**config.mk**
```make
export PLATFORM = sky130hd
export DESIGN_NAME = down_timer8
export DESIGN_NICKNAME = d
export VERILOG_FILES = /design/src/rtl/down_timer8.sv
export SDC_FILE = /design/constraint.sdc
export NUM_CORES = 1
export LEC_CHECK = 0
export CAP_MARGIN = 20
export CORE_MARGIN = 1.5
export CORE_UTILIZATION = 47
export DETAILED_ROUTE_END_ITERATION = 16
export PLACE_DENSITY = 0.74
export SETUP_SLACK_MARGIN = 0.4
export SYNTH_ARGS = -nofsm -noshare
export SYNTH_HDL_FRONTEND = slang
export SYNTH_SLANG_ARGS = --single-unit
```
**constraint.sdc**
```tcl
create_clock -name clk -period 3.2 [get_ports clk]
set_input_delay 0.48 -clock clk [delete_from_list [all_inputs] [get_ports clk]]
set_output_delay 0.48 -clock clk [all_outputs]
set_load 0.03 [all_outputs]
```
**src/rtl/down_timer8.sv**
```systemverilog
// Loadable down-counting timer: load/start/stop control, one-cycle done pulse at
// terminal count, optional auto-reload from the preset register.
module down_timer8 #(
   parameter int WIDTH = 8
) (
   input  logic             clk,
   input  logic             res,
   input  logic             EN,
   input  logic             load,
   input  logic             start,
   input  logic             stop,
   input  logic             auto,
   input  logic [WIDTH-1:0] CNT_In,
   output logic [WIDTH-1:0] CNT,
   output logic             busy,
   output logic             done
);

   typedef enum logic {
      IDLE = 1'b0,
      RUN  = 1'b1
   } state_t;

   state_t           r_state;
   logic [WIDTH-1:0] r_preset;
   logic [WIDTH-1:0] r_cnt;
   logic             r_busy;
   logic             r_done;

   // Terminal edge: an enabled tick while the count sits at 1 (0 is never seen in RUN).
   logic w_terminal;
   assign w_terminal = EN && (r_cnt <= {{(WIDTH-1){1'b0}}, 1'b1});

   always_ff @(posedge clk or negedge res) begin
      if (!res) begin
         r_state  <= IDLE;
         r_preset <= '0;
         r_cnt    <= '0;
         r_busy   <= 1'b0;
         r_done   <= 1'b0;
      end else begin
         r_done <= 1'b0;
         if (load) begin
            r_preset <= CNT_In;
            r_cnt    <= CNT_In;
            r_state  <= IDLE;
            r_busy   <= 1'b0;
         end else begin
            case (r_state)
               IDLE: begin
                  if (start) begin
                     if (r_preset != '0) begin
                        r_cnt   <= r_preset;
                        r_state <= RUN;
                        r_busy  <= 1'b1;
                     end else begin
                        r_cnt  <= '0;
                        r_done <= 1'b1;
                     end
                  end
               end
               RUN: begin
                  if (stop) begin
                     r_state <= IDLE;
                     r_busy  <= 1'b0;
                  end else if (w_terminal) begin
                     r_done <= 1'b1;
                     if (auto) begin
                        r_cnt <= r_preset;
                     end else begin
                        r_cnt   <= '0;
                        r_state <= IDLE;
                        r_busy  <= 1'b0;
                     end
                  end else if (EN) begin
                     r_cnt <= r_cnt - 1'b1;
                  end
               end
               default: begin
                  r_state <= IDLE;
                  r_busy  <= 1'b0;
               end
            endcase
         end
      end
   end

   assign CNT  = r_cnt;
   assign busy = r_busy;
   assign done = r_done;

endmodule

```
# After elaboration in Yosys (flattened, before gate mapping)
# Cells that the tools add are included.
[classes] add_sub_neg=1 magnitude_cmp=1 n_bitwise=1 n_reduce_logical=4 mux=28 eq_ne=6
[op_table] op="$mux W8" n=7
[op_table] op="$mux W1" n=17
[op_table] op="$pmux W8 S2" n=1
[op_table] op="$ne A3 B3 Y1 const B" n=3
[op_table] op="$le A8 B1 Y1 const B" n=1
[op_table] op="$ne A4 B3 Y1 const B" n=2
[op_table] op="$reduce_bool A8 Y1" n=1
[op_table] op="$sub A8 B1 Y8 const B" n=1
[op_table] op="$pmux W1 S2" n=3
[op_table] op="$ne A4 B4 Y1 const B" n=1
[op_table] op="$reduce_and A4 Y1" n=1
[op_table] op="$reduce_and A3 Y1" n=1
[op_table] op="$logic_and A1 B1 Y1" n=1
[op_table] op="$not A1 Y1" n=1
[totals] wordCells=46 register_bits=19

# Depth between registers and ports, before layout
[logic_depth] ltp_word=6 mapped_depth=6 depth_no_buf=6

# Worst setup path after synthesis
# Ideal clock, no wire load.
[synth_path] path_type="register -> register" startpoint="register r_cnt[2], in the netlist CNT[2]" endpoint="register r_cnt[7], in the netlist CNT[7]" path_slack_ns=1.074 arrival_ns=2.040 setup_ns=0.087 path_stages_with_launch=6 n_path_buf=1 required_time_ns=3.113 path_cell_list="dfrtp_1 buf_6 or4b_4 o41ai_4 or3b_1 o211ai_1"
[synth_between] elab_chain_len=6 word_cells_on_any_way=10 classes_between="1 x add/sub; 1 x order compare; 1 x eq/ne; 5 x mux; 2 x reduce/logical"
[synth_lines] element="from (decl)" line="26" text="logic [WIDTH-1:0] r_cnt;"
[synth_lines] element="from (signal assigned)" line="45" text="r_cnt <= CNT_In;"
[synth_lines] element="from (signal assigned)" line="53" text="r_cnt <= r_preset;"
[synth_lines] element="from (signal assigned)" line="69" text="r_cnt <= r_preset;"
[synth_lines] element="$sub A8 B1 Y8 / $le A8 B1 Y1 (equally long branches)" line="76, 32"
[synth_lines] element="$mux W8 / $logic_and A1 B1 Y1 (equally long branches)" line="75, 32"
[synth_lines] element="$mux W8" line="66" text="end else if (w_terminal) begin"
[synth_lines] element="$mux W8" line="63" text="if (stop) begin"
[synth_lines] element="$pmux W8 S2" line="49" text="case (r_state)"
[synth_lines] element="$mux W8" line="43" text="if (load) begin"
# Parallel ways exist; a longest one is shown, timed or not. The select of a mux whose other input is x is not followed.
# A chain may end at the register's enable or synchronous reset.

# Final worst setup path
[layout_path] startpoint="input port EN" endpoint="register r_cnt[7], in the netlist CNT[7]"
[layout_between] elab_chain_len=5 word_cells_on_any_way=7 classes_between="1 x eq/ne; 4 x mux; 2 x reduce/logical"
[layout_lines] element="from (decl)" line="8" text="input logic EN,"
[layout_lines] element="$logic_and A1 B1 Y1" line="32" text="assign w_terminal = EN && (r_cnt <= {{(WIDTH-1){1'b0}}, 1'b1});"
[layout_lines] element="$mux W8" line="66"
[layout_lines] element="$mux W8" line="63"
[layout_lines] element="$pmux W8 S2" line="49"
[layout_lines] element="$mux W8" line="43"
# Parallel ways exist; a longest one is shown, timed or not. The select of a mux whose other input is x is not followed.

==> metrics.txt <==
Initial Util=roughly half; cell-internal power=~0.00043 W; Setup TNS=0 ns; total power per unit cell area=~450 nW/um^2; PortBufs=24; Starting DRT DRC Count=32; ys async rst share=100%; Post-Synthesis Cells=approximately 140; # clock sinks=19; Reg power frac=between 40% and 50%; Ys Warns=0; Root Driver=clkbuf_4; syn nets=152; skew final=roughly 0.0012 ns; hold path depth=2; fin worst setup slack=0.998 ns; post-cts resize count=0; Switching Share=approximately 38%; Clock Latency Late Sink=0.29 ns; # DRC=0; largest net degree at the start of global routing=25; Max FO, Critical Path=5; GPL Wtd Cong=between 0.8 and 0.9; Hold-fix buffers, CTS=0; first-pass GRT wire length=~5000 um; VDD IR max=roughly 0.35 mV; max-slew violations=0; overall routing resource usage=a little under a quarter; Tmin final=approximately 2.2 ns; std cell rows=18; drt via density=6.21; Syn-to-layout area delta=22.4%; core area=between 2000 and 2500 sq um; worst hold margin=just over 0.5 ns; number of iterations in the first detailed-routing pass=4; I/O Pins=25; NetSw=between 0.0002 and 0.0003 W; H-tree Lvls=1; post-synthesis average cell area=between 9 and 10 sq um; Worst slew margin=41.2%; total power=between 0.0006 and 0.0007 W; post-detailed-routing wire length=3020 um; status=completed; Final period util=approximately 69%; sequential area share after synthesis=a little under two fifths; diode count=0; Syn Std Cell Area=1260 sq um; layout cells sized above 1=just over 8%; Synth Flop Type=dfrtp_1; cts bufs inserted=3; antenna violations before repair=0; die extent in x=about 55 um; RSZ-0062 raised after global routing=false; standby leakage power=roughly 0.62 nW; setup violators final=0; routed length per instance=16.1 um; Max Clock Freq=about 0.45 GHz; #FFs+latches synth=19; Final Hold Fails=0; via count=roughly 1200; Tightest Pin Transition=between 0.8 and 0.9 ns; Synth cell types=50; Setup CP Type=in -> reg; Die Area=roughly 3000 sq um; Register-to-Register Path Depth=4; Detail Placement HPWL=between 2000 and 2500 um; total gr overflow=0; Reg clk slew, reported paths=roughly 0.11 ns; EDFF count, synth=0; pre-CTS setup slack=approximately 0.69 ns; nets=~180; Clock power frac=approximately 18%; Die H=about 55 um; Max Cap Violations=0; crit end category=register; CTS tree=built; Logic pwr share=a little under two fifths; Hold Crit Class=reg -> reg; postcts setup bufs=0; post-route ant nets=0; CP startpoint kind=input pin; WP data arrival=2.42 ns; CP required=3.42 ns; vias in the first global route=1041; clk buf depth=2
==> synthesized netlist by cell type, types with 2 or more instances <==
cell | instances | share of area (%)
or3_1 | 2 | 0.99
clkbuf_1 | 6 | 1.8
o32ai_1 | 2 | 1.4
mux2_2 | 4 | 3.6
nor2b_1 | 2 | 0.99
nand2_1 | 9 | 2.7
nand3b_1 | 3 | 1.8
a22oi_1 | 3 | 1.8
xor2_1 | 2 | 1.4
and3_1 | 2 | 0.99
nor4_1 | 2 | 0.99
o211ai_1 | 2 | 1.2
nor3_1 | 3 | 1.2
and2_1 | 2 | 0.99
o31a_1 | 3 | 2.1
nand3_1 | 2 | 0.80
inv_1 | 7 | 2.1
o21ai_1 | 4 | 1.6
dfrtp_1 | 19 | 38
a31oi_1 | 4 | 2.0
mux2i_1 | 3 | 2.4
a21o_1 | 2 | 1.2
nor2_1 | 8 | 2.4
a41oi_1 | 2 | 1.4
ha_1 | 2 | 2.0
a21oi_1 | 5 | 2.0
nand2b_1 | 2 | 0.99
o21ai_0 | 6 | 2.4
==> cells by family (layout without fill, tap and decap cells) <==
family | count (synthesis) | in the layout | synth area share, %
adders and majority gates | 2 | 2 | 1.99
AOI/OAI and AO/OA | 45 | 45 | 27.3
DFF | 19 | 19 | 37.8
and+or+nand+nor | 44 | 44 | 19.8
xor gates and xnor gates | 3 | 3 | 2.09
buffers and inverters | 15 | 37 | 5.07
muxes | 7 | 7 | 5.97
==> worst paths after layout <==
kind / start / endpoint / slack, ns
max reg2reg: CNT[2] / CNT[7] / 1.14
min in group asynchronous: res / busy / 0.67
min reg2reg: r_preset[7] / r_preset[7] / 0.51
min: r_preset[7] / r_preset[7] / 0.51
max in group asynchronous: res / r_preset[2] / 1.99
max: EN / CNT[7] / 1.0
==> through the flow <==
| stage | util (%) | instance area (sq um) | instances |
|---|---|---|---|
| floorplan | - | 1260 | 135 |
| global placement | 60.5 | 1510 | 183 |
| detailed placement | 60.5 | 1510 | 183 |
| CTS | 61.6 | 1540 | 187 |
| global route | 61.6 | 1540 | 187 |
| finish | 61.6 | 1540 | 187 |
==> placed cells by master (no fill, tap or decap), types with 2 or more instances in the layout <==
cell             instances
mux2_2                   4
and2_1                   2
a41oi_1                  2
nor2_1                   8
nor2b_1                  2
ha_1                     2
and3_1                   2
nand3b_1                 3
nand3_1                  2
a21oi_1                  5
o21ai_1                  4
dfrtp_1                 19
a22oi_1                  3
buf_4                    2
mux2i_1                  3
nor4_1                   2
nand2_1                  9
o31a_1                   3
o21ai_0                  6
nand2b_1                 2
inv_1                    7
a31oi_1                  4
or3_1                    2
a21o_1                   2
clkdlybuf4s50_1         24
o211ai_1                 2
clkbuf_4                 3
nor3_1                   3
o32ai_1                  2
xor2_1                   2
==> metal layers <==
layer | GRT usage (%) | share of wire (%)
met5 | 0 | 0
met4 | 5.00 | 0.40
met3 | 2.46 | 5.4
met2 | 36.1 | 48
met1 | 33.9 | 47
==> worst max-delay path: stages <==
cell	delay (ns)
clkdlybuf4s50_1	0.54
or4b_4	0.54
o41ai_4	0.39
or3b_1	0.38
o211ai_1	0.10
==> power by group through the flow <==
stage | clock (W) | sequential [W] | combinational, W
3_5_place_dp | 0 | 0.000319 | 0.000255
5_1_grt | 0.000135 | 0.000322 | 0.000280
2_1_floorplan | 0 | 0.000333 | 0.000147
6_report | 0.000123 | 0.000315 | 0.000255
4_1_cts | 0.000123 | 0.000314 | 0.000256
3_3_place_gp | 0 | 0.000319 | 0.000251
==> flip-flops by register name, summed over array words and instances (netlist names) <==
| signal | cells |
|---|---|
| CNT | 8 |
| busy | 1 |
| done | 1 |
| r_preset | 8 |
| r_state | 1 |
==> cell type report <==
class | instances | area (sq um)
Fill cell | 219 | 961
Multi-Input combinational cell | 101 | 718
Sequential cell | 19 | 475
Timing Repair Buffer | 26 | 255
Tap cell | 30 | 37.5
Clock buffer | 4 | 26.3
Inverter | 7 | 26.3
(Power assumes the default switching activity.)
